--- config.mk ---
export PLATFORM = sky130hd
export DESIGN_NAME = fir_mc_seq
export DESIGN_NICKNAME = d
export VERILOG_FILES = /design/src/rtl/fir_pkg.sv /design/src/rtl/fir_mac.sv /design/src/rtl/fir_mc_seq.sv
export SDC_FILE = /design/constraint.sdc
export NUM_CORES = 2
export LEC_CHECK = 0
export ABC_AREA = 1
export CAP_MARGIN = 20
export CORE_MARGIN = 2
export CORE_UTILIZATION = 35
export CTS_BUF_LIST = sky130_fd_sc_hd__clkbuf_16
export DETAILED_ROUTE_END_ITERATION = 16
export PLACE_DENSITY = 0.48
export SLEW_MARGIN = 20
export SYNTH_ARGS = -nofsm -noshare
export SYNTH_HDL_FRONTEND = slang
export SYNTH_SLANG_ARGS = --single-unit
export TNS_END_PERCENT = 20
--- constraint.sdc ---
create_clock -name CLK -period 79.6 [get_ports CLK]
set_clock_uncertainty 0.15 [all_clocks]
set_input_delay 23.88 -clock CLK [delete_from_list [all_inputs] [get_ports CLK]]
set_output_delay 23.88 -clock CLK [all_outputs]
set_load 0.03 [all_outputs]
--- src/rtl/fir_pkg.sv ---
// Shared types, default taps and arithmetic helpers for the multi-channel FIR.
// Pure definitions; no latency and no flow control of its own.
// The default coefficient table is padded to COEFF_MAX entries so any tap count up to that fits.
package fir_pkg;

    typedef enum logic [1:0] {IDLE, MAC, DRAIN, OUT} state_t;

    localparam int COEFF_MAX = 32;
    typedef int coeff_tab_t [COEFF_MAX];

    // 21-tap symmetric low-pass, Q14; entries beyond the tap count are ignored
    localparam coeff_tab_t COEFF_DEFAULT = '{
        -64, -96, -64, 96, 384, 736, 1088, 1376, 1568, 1696, 1744,
        1696, 1568, 1376, 1088, 736, 384, 96, -64, -96, -64,
        0, 0, 0, 0, 0, 0, 0, 0, 0, 0, 0
    };

    function automatic int acc_width(input int bitsize, input int coeffsize, input int length);
        return bitsize + coeffsize + $clog2(length);
    endfunction

    function automatic logic signed [63:0] sat_signed(input logic signed [63:0] v, input int bits);
        logic signed [63:0] hi;
        logic signed [63:0] lo;
        hi = (64'sd1 <<< (bits - 1)) - 64'sd1;
        lo = -hi - 64'sd1;
        if (v > hi)
            return hi;
        else if (v < lo)
            return lo;
        return v;
    endfunction

endpackage

--- src/rtl/fir_mac.sv ---
// Two-stage multiply/accumulate: product register, then accumulator register.
// Latency 2 cycles from in_vld to acc; no backpressure, one product per cycle.
// in_first restarts the sum, in_last marks the final tap so acc_last flags a finished result.
module fir_mac #(
    parameter int BITSIZE   = 16,
    parameter int COEFFSIZE = 16,
    parameter int ACC_W     = 37
) (
    input  logic                        clk,
    input  logic                        rst,
    input  logic                        in_vld,
    input  logic                        in_first,
    input  logic                        in_last,
    input  logic signed [BITSIZE-1:0]   sample,
    input  logic signed [COEFFSIZE-1:0] coef,
    output logic signed [ACC_W-1:0]     acc,
    output logic                        acc_last
);
    localparam int PROD_W = BITSIZE + COEFFSIZE;

    logic signed [PROD_W-1:0] prod;
    logic                     p_vld;
    logic                     p_first;
    logic                     p_last;
    logic signed [ACC_W-1:0]  prod_ext;

    assign prod_ext = {{(ACC_W - PROD_W){prod[PROD_W-1]}}, prod};

    always_ff @(posedge clk or posedge rst) begin
        if (rst) begin
            prod     <= '0;
            p_vld    <= 1'b0;
            p_first  <= 1'b0;
            p_last   <= 1'b0;
            acc      <= '0;
            acc_last <= 1'b0;
        end else begin
            p_vld    <= in_vld;
            p_first  <= in_first;
            p_last   <= in_last;
            if (in_vld)
                prod <= PROD_W'(sample) * PROD_W'(coef);
            acc_last <= p_vld & p_last;
            if (p_vld)
                acc <= p_first ? prod_ext : acc + prod_ext;
        end
    end

endmodule

--- src/rtl/fir_mc_seq.sv ---
// Time-multiplexed CH-channel FIR, one shared MAC; optional coefficient port under FIR_COEFF_LOAD_EN.
// Latency CH*LENGTH+4 cycles from detected START_FLAG edge to DATA_VALID.
// No backpressure: strobes arriving while BUSY are dropped and flagged on OVERRUN.
module fir_mc_seq
    import fir_pkg::*;
#(
    parameter int         BITSIZE    = 16,
    parameter int         COEFFSIZE  = 16,
    parameter int         COEFF_FRAC = 14,
    parameter int         LENGTH     = 21,
    parameter int         CH         = 4,
    parameter coeff_tab_t COEFF_TAB  = COEFF_DEFAULT
) (
    input  logic                         CLK,
    input  logic                         RST,
    input  logic                         EN,
    input  logic                         START_FLAG,
    input  logic [CH*BITSIZE-1:0]        DATA_IN,
`ifdef FIR_COEFF_LOAD_EN
    input  logic                         COEFF_WE,
    input  logic [$clog2(LENGTH)-1:0]    COEFF_ADDR,
    input  logic [COEFFSIZE-1:0]         COEFF_DATA,
`endif
    output logic [CH*BITSIZE-1:0]        DATA_OUT,
    output logic                         DATA_VALID,
    output logic                         BUSY,
    output logic                         OVERRUN
);
    localparam int ACC_W = acc_width(BITSIZE, COEFFSIZE, LENGTH);
    localparam int TAP_W = $clog2(LENGTH);
    localparam int CH_W  = (CH > 1) ? $clog2(CH) : 1;

    state_t state_q, state_d;

    logic                         start_q1, start_q2, start_edge;
    logic [TAP_W-1:0]             tap_cnt;
    logic [CH_W-1:0]              ch_cnt;
    logic                         drain_cnt;
    logic                         capture, issue, out_fire;
    logic                         last_tap, last_ch;

    logic signed [BITSIZE-1:0]    dly  [CH][LENGTH];
    logic signed [BITSIZE-1:0]    hold [CH];
    logic signed [COEFFSIZE-1:0]  coef [LENGTH];

    logic signed [BITSIZE-1:0]    mac_sample;
    logic signed [COEFFSIZE-1:0]  mac_coef;
    logic signed [ACC_W-1:0]      acc;
    logic                         acc_last;
    logic signed [63:0]           acc64, rnd64;
    logic signed [BITSIZE-1:0]    result;

    assign start_edge = start_q1 & ~start_q2;
    assign last_tap   = (tap_cnt == TAP_W'(LENGTH - 1));
    assign last_ch    = (ch_cnt == CH_W'(CH - 1));
    assign BUSY       = (state_q != IDLE);

    always_ff @(posedge CLK or posedge RST) begin
        if (RST) begin
            start_q1 <= 1'b0;
            start_q2 <= 1'b0;
            state_q  <= IDLE;
        end else begin
            start_q1 <= START_FLAG;
            start_q2 <= start_q1;
            state_q  <= state_d;
        end
    end

    always_comb begin
        state_d  = state_q;
        capture  = 1'b0;
        issue    = 1'b0;
        out_fire = 1'b0;
        case (state_q)
            IDLE: begin
                if (EN && start_edge) begin
                    capture = 1'b1;
                    state_d = MAC;
                end
            end
            MAC: begin
                if (!EN)
                    state_d = IDLE;
                else begin
                    issue = 1'b1;
                    if (last_tap && last_ch)
                        state_d = DRAIN;
                end
            end
            DRAIN: begin
                if (!EN)
                    state_d = IDLE;
                else if (drain_cnt)
                    state_d = OUT;
            end
            OUT: begin
                state_d  = IDLE;
                out_fire = EN;
            end
            default: state_d = IDLE;
        endcase
    end

    // Channel-major walk over the taps; drain_cnt covers the two pipeline stages
    always_ff @(posedge CLK or posedge RST) begin
        if (RST) begin
            tap_cnt   <= '0;
            ch_cnt    <= '0;
            drain_cnt <= 1'b0;
        end else if (capture) begin
            tap_cnt   <= '0;
            ch_cnt    <= '0;
            drain_cnt <= 1'b0;
        end else if (issue) begin
            if (last_tap) begin
                tap_cnt <= '0;
                ch_cnt  <= ch_cnt + 1'b1;
            end else begin
                tap_cnt <= tap_cnt + 1'b1;
            end
        end else if (state_q == DRAIN) begin
            drain_cnt <= ~drain_cnt;
        end
    end

    always_ff @(posedge CLK or posedge RST) begin
        if (RST) begin
            for (int c = 0; c < CH; c++)
                for (int t = 0; t < LENGTH; t++)
                    dly[c][t] <= '0;
        end else if (capture) begin
            for (int c = 0; c < CH; c++) begin
                dly[c][0] <= {~DATA_IN[c*BITSIZE + BITSIZE - 1], DATA_IN[c*BITSIZE +: BITSIZE-1]};
                for (int t = LENGTH - 1; t > 0; t--)
                    dly[c][t] <= dly[c][t-1];
            end
        end
    end

`ifdef FIR_COEFF_LOAD_EN
    always_ff @(posedge CLK or posedge RST) begin
        if (RST) begin
            for (int i = 0; i < LENGTH; i++)
                coef[i] <= COEFFSIZE'(COEFF_TAB[i]);
        end else if (COEFF_WE && (state_q == IDLE) && (32'(COEFF_ADDR) < LENGTH)) begin
            coef[COEFF_ADDR] <= COEFF_DATA;
        end
    end
`else
    always_comb begin
        for (int i = 0; i < LENGTH; i++)
            coef[i] = COEFFSIZE'(COEFF_TAB[i]);
    end
`endif

    assign mac_sample = dly[ch_cnt][tap_cnt];
    assign mac_coef   = coef[tap_cnt];

    fir_mac #(
        .BITSIZE   (BITSIZE),
        .COEFFSIZE (COEFFSIZE),
        .ACC_W     (ACC_W)
    ) u_mac (
        .clk      (CLK),
        .rst      (RST),
        .in_vld   (issue),
        .in_first (tap_cnt == '0),
        .in_last  (last_tap),
        .sample   (mac_sample),
        .coef     (mac_coef),
        .acc      (acc),
        .acc_last (acc_last)
    );

    always_comb begin
        acc64  = {{(64 - ACC_W){acc[ACC_W-1]}}, acc};
        rnd64  = (acc64 + (64'sd1 <<< (COEFF_FRAC - 1))) >>> COEFF_FRAC;
        result = BITSIZE'(sat_signed(rnd64, BITSIZE));
    end

    // Results arrive channel-major, so shifting down leaves channel 0 in hold[0]
    always_ff @(posedge CLK or posedge RST) begin
        if (RST) begin
            for (int c = 0; c < CH; c++)
                hold[c] <= '0;
            DATA_OUT   <= {CH{1'b1, {(BITSIZE-1){1'b0}}}};
            DATA_VALID <= 1'b0;
            OVERRUN    <= 1'b0;
        end else begin
            if (acc_last) begin
                for (int c = 0; c < CH - 1; c++)
                    hold[c] <= hold[c+1];
                hold[CH-1] <= result;
            end
            DATA_VALID <= out_fire;
            if (out_fire) begin
                for (int c = 0; c < CH; c++)
                    DATA_OUT[c*BITSIZE +: BITSIZE] <= {~hold[c][BITSIZE-1], hold[c][BITSIZE-2:0]};
            end
            if (!EN)
                OVERRUN <= 1'b0;
            else if (start_edge && (state_q != IDLE))
                OVERRUN <= 1'b1;
        end
    end

endmodule

**Word-level counts from Yosys, hierarchy flattened**

Memories as Yosys holds them, arrays and structs flattened.
Cells that the tools add are included.

- Flip-flop bits (word level): 1559
- Bits in latches: 0
- Bits in writable memories: 0
- Memory bits (read-only): 512
- Bits of input ports: 68
- Output and inout port bits: 67
- Logic and storage cells: 185
- Memories: 1

- Add/sub/neg operators: 4
- $mul: 1
- Div/mod/pow operators: 0
- Order comparisons: 4
- Equal/unequal tests: 10
- Shift-type cells: 0
- Multiplexer cells: 36
- Bitwise gates (word level): 14
- Reductions and logical operators: 12

Memory list:

| memory | depth | bits a word | read ports | clocked after Yosys merged registers in | write ports | RTL line | text |
|---|---|---|---|---|---|---|---|
| (no name shown) | 32 | 16 | 1 | 0 | 0 | fir_mc_seq.sv:158 | `assign mac_coef = coef[tap_cnt];` |

Operators by type and width:

| operator | number |
|---|---|
| binary-select mux 336 bit (select 2 bit) | 1 |
| 2-to-1 mux 336 bit | 2 |
| 2-to-1 mux 16 bit | 7 |
| binary-select mux 16 bit (select 5 bit) | 1 |
| adder 37 x 15 -> 38 bit (second input constant) | 1 |
| adder 37 x 32 -> 37 bit | 1 |
| 2-to-1 mux 37 bit | 1 |
| multiplier 16 x 16 -> 32 bit | 1 |
| greater-than comparator 24 x 16 -> 1 bit (second input constant) | 1 |
| < comparator 24 x 16 -> 1 bit (second input constant) | 1 |
| 2-to-1 mux 2 bit | 8 |
| 2-to-1 mux 5 bit | 3 |
| 2-to-1 mux 1 bit | 12 |
| inverter 1 bit | 10 |
| one-hot mux 2 bit (4 select lines) | 1 |
| nonzero test 2 bit | 4 |
| == test 2 bit (second input constant) | 3 |
| >= comparator 6 bit (second input constant) | 1 |
| != test 3 bit (second input constant) | 2 |
| inverter 5 -> 6 bit | 1 |
| adder 5 x 1 -> 5 bit (second input constant) | 1 |
| == test 5 bit (second input constant) | 1 |
| zero test 5 bit | 1 |
| != test 2 bit (second input constant) | 2 |
| other kinds (10) | 14 |

**Longest topological paths before layout**

- Depth after elaboration: 8
- Mapped depth: 40
- Mapped depth without buffers: 38

**Cells and area by module**

Synthesis repeated with hierarchy kept, for this count alone.

- Cell total of the unflattened synthesis: 10967
- Area, all modules: 84534.8 sq um

Modules (own cells, without submodules):

| module | instances | cells an instance | area each (sq um) | sequential area each (sq um) |
|---|---|---|---|---|
| fir_mc_seq | 1 | 8701 | 68250.5 | 37190.7 |
| fir_mac | 1 | 2266 | 16284.4 | 1826.8 |

**Worst setup path before layout**

OpenSTA, ideal clock, no wires.

- Path type: in2reg
- Start point: input EN
- End point: register dly[336] (netlist bit)
- Setup time: 0.117 ns
- Data arrival time: 25.235 ns
- Required time: 79.333 ns
- Setup slack: 54.098 ns
- Stages: 10
- Buffers on the path: 3
- Cell sequence: inv_1 nor2_1 nand2_1 nor2_1 clkinv_1 clkbuf_1 clkbuf_1 clkbuf_1 nand2_1 nand2_1

- Word-level cells in the longest chain between the ends: 3

Ends and longest elaborated chain:

| what | RTL line | text |
|---|---|---|
| start, declared | fir_mc_seq.sv:16 | `input logic EN,` |
| logical AND 1 bit | fir_mc_seq.sv:77 | `if (EN && start_edge) begin` |
| 2-to-1 mux 1 bit | fir_mc_seq.sv:77 |  |
| 2-to-1 mux 1 bit | fir_mc_seq.sv:75 | `case (state_q)` |
| end signal, assigned by index | fir_mc_seq.sv:134 | `dly[c][0] <= {~DATA_IN[c*BITSIZE + BITSIZE - 1], DATA_IN[c*BITSIZE +: BITSIZE-1]};` |
| end signal, assigned by index | fir_mc_seq.sv:136 | `dly[c][t] <= dly[c][t-1];` |
| end, declared | fir_mc_seq.sv:42 | `logic signed [BITSIZE-1:0] dly [CH][LENGTH];` |

Every way passes these cells.
A chain may end at the register's enable or synchronous reset.

==> out/results.tsv <==
metric	value	unit
status	complete, no violations	
hold_buffers	0	
dieArea	233000	um^2
cp.arrival	29.23	ns
die_w	482	um
worstSetupPathType	input port to asynchronous set/reset pin	
drive_gt1_frac	0.0455	
slew_headroom	0.254	
setup_viol	0	
cap_viol_max_count	0	
remaining_drc_errors	0	
final-max-slew-violation-count	0	
crit_family	buffers and inverters	
rsz0062_at_grt	false	
critPathBufInv	7	
clockBufferDepth	3	
nets	10300	
fin_setup_tns	0	ns
yosysTopAreaCell	dfrtp_1	
yosysSeqAreaShare	0.485	
drtPass1Iterations	7	
grt_remaining_overflow	0	
grt_pass1_wl	356	mm
synthArstFlopShare	1.00	
worstPathRequired	80.32	ns
drt_iter0_drc	4796	
worstSetupStartpointType	input port	
via_per_inst	4.84	
grt_start_max_net_pins	239	
cpMostUsedCell	buf_4	
grt_use_met3	0.0237	
grt_use_total	0.190	
final_cell_mix	nand2_1 (3472), o21ai_0 (1612), dfrtp_1 (1541), inv_1 (1028), a21oi_1 (437)	
post-dp-hpwl	133	mm
gp_congestion	0.832	
yosys.area.top_type_share	0.483	
ctsResizeCount	0	
fmax	35.1	MHz
wl_per_cell	16.8	um
die_h	482	um
hold_violations	0	
synth_area_leaders	dfrtp_1 (48%), nand2_1 (16%), o21ai_0 (10%), inv_1 (4.6%), fa_1 (4.3%)	
io_buffer_count	134	
ys_seq_elements	1551	
finalCriticalPeriod	28.51	ns
cp-end-kind	asynchronous set/reset pin	
gr-max-usage-layer	met2	
post-cts-setup-buffer-count	0	
clk_pin_slew	0.06	ns
finalCritPeriodShare	0.358	
cts_buffers	181	
core_area	227000	um^2
num_vias	63400	
layout_commonest_cell	nand2_1	
syn2layout_area_growth	10.9	%
ys.flop_type	dfrtp_1	
h-tree-depth	4	
use_met1	0.271	
synth-edff-count	0	
cts_tree	built	
syn_inst	10100	
cts-root-buf	clkbuf_16	
syn-num-nets	10500	
cts_num_sinks	1551	
pin_count	135	
ys_types	57	
hp-class	register to register	
clk_latency	0.85	ns
synth_warnings	0	
tightestPinTransition	1.12	ns
critical_path.max_fanout	146	
avgSynthCellArea	7.91	um^2
grt_pass1_vias	62900	
antenna_found_initial	11	
routed_wl	219	mm
row_count	175	
detail-route-antenna-nets	0	
netlist_area	80100	um^2
max_stage_delay	0.84	ns
start_util	0.352	
crit_path_top_delay_cell	buf_4	
grt.met2_usage	0.304	
crit_chain	clkdlybuf4s50_1 -> inv_8 -> buf_4 -> buf_4 -> buf_12 -> buf_12 -> buf_4	
[final timing paths]
check | end | slack [ns] | depth (start not counted) | startpoint
hold reg to reg | start_q2 | 0.24 | 0 | start_q1
min in group asynchronous | DATA_OUT[6] | 23.45 | 2 | RST
setup / recovery | dly[667] | 51.09 | 7 | RST
hold / removal | start_q2 | 0.24 | 0 | start_q1
setup reg to reg | u_mac.prod[31] | 69.65 | 36 | ch_cnt[0]
max in group CLK | dly[281] | 51.55 | 11 | EN
[kinds of logic after synthesis]
family | after synthesis | share of synthesized area
AND/OR/NAND/NOR | 4258 | 0.208
adder cells (fa/ha/maj) | 297 | 0.0626
flip-flops | 1551 | 0.485
buffers and inverters | 1628 | 0.0842
AO/OA/AOI/OAI | 2345 | 0.155
XOR/XNOR | 50 | 0.00547
[cells in the mapped netlist, types with 4 or more instances]
cell	count
nor2_2	10
xor2_1	27
o22ai_1	9
o21ai_1	39
o31ai_1	4
nand2_1	3472
buf_6	18
nand3_1	299
clkbuf_1	292
o211ai_1	147
a21o_1	9
nor4_1	7
inv_2	18
nor2_4	5
o21ai_0	1612
a21oi_1	437
buf_2	247
nand2_2	27
buf_4	47
xnor2_1	23
nor3_1	22
or2_2	7
a211oi_1	6
inv_1	980
a221oi_1	15
nor3_2	5
o21bai_1	9
nor2_1	376
buf_1	22
nand4_1	16
a21oi_2	11
a31oi_1	31
dfstp_2	4
fa_1	173
dfrtp_1	1547
nand3_2	4
ha_1	124
[flip-flops by register name, summed over array words and instances, names as in the netlist]
signal	flops
u_mac.p_first	1
u_mac.prod	28
u_mac.p_last	1
state_q	2
u_mac.acc_last	1
DATA_VALID	1
dly	1344
start_q1	1
u_mac.p_vld	1
u_mac.acc	33
DATA_OUT	64
hold	64
drain_cnt	1
tap_cnt	5
OVERRUN	1
ch_cnt	2
start_q2	1
[per-layer routing]
metal	wire, um	up-vias
met5	27	-
met4	4690	4
met3	7600	261
met2	99300	1004
met1	108000	30200
li1	-	31900
[per-stage QoR]
stage,cells,hold WS [ns],instance area [um^2],util,setup WS (ns)
2_1_floorplan,10100,0.204,80100,-,11.82
3_3_place_gp,12800,0.225,83300,0.366,49.96
3_5_place_dp,12800,0.227,83300,0.366,49.91
4_1_cts,13100,0.245,88800,0.390,50.85
5_1_grt,13100,0.256,88800,0.391,50.28
6_report,13100,0.237,88800,0.391,51.09
[worst register-to-register path: cells and delay by family, from the launching register on]
family / cells / cell delay [ns]
adders and majority gates: 7 / 3.39
buffers and inverters: 10 / 2.68
and+or+nand+nor: 17 / 2.59
DFF: 1 / 0.72
AOI/OAI and AO/OA: 2 / 0.33
[final cells by class]
class	instances	area, um^2
fillers	23800	139000
clock buffers	182	4550
well taps	3009	3760
clock inverters	143	1020
repair buffers	243	2320
multi-input cells	6950	34600
inverters	1001	3780
diodes	5	12.5
flip-flops and latches	1551	38800
Power is left out: the tool's default activity adds up to more than one toggle a clock period on the data nets, which glitch-free logic cannot reach.
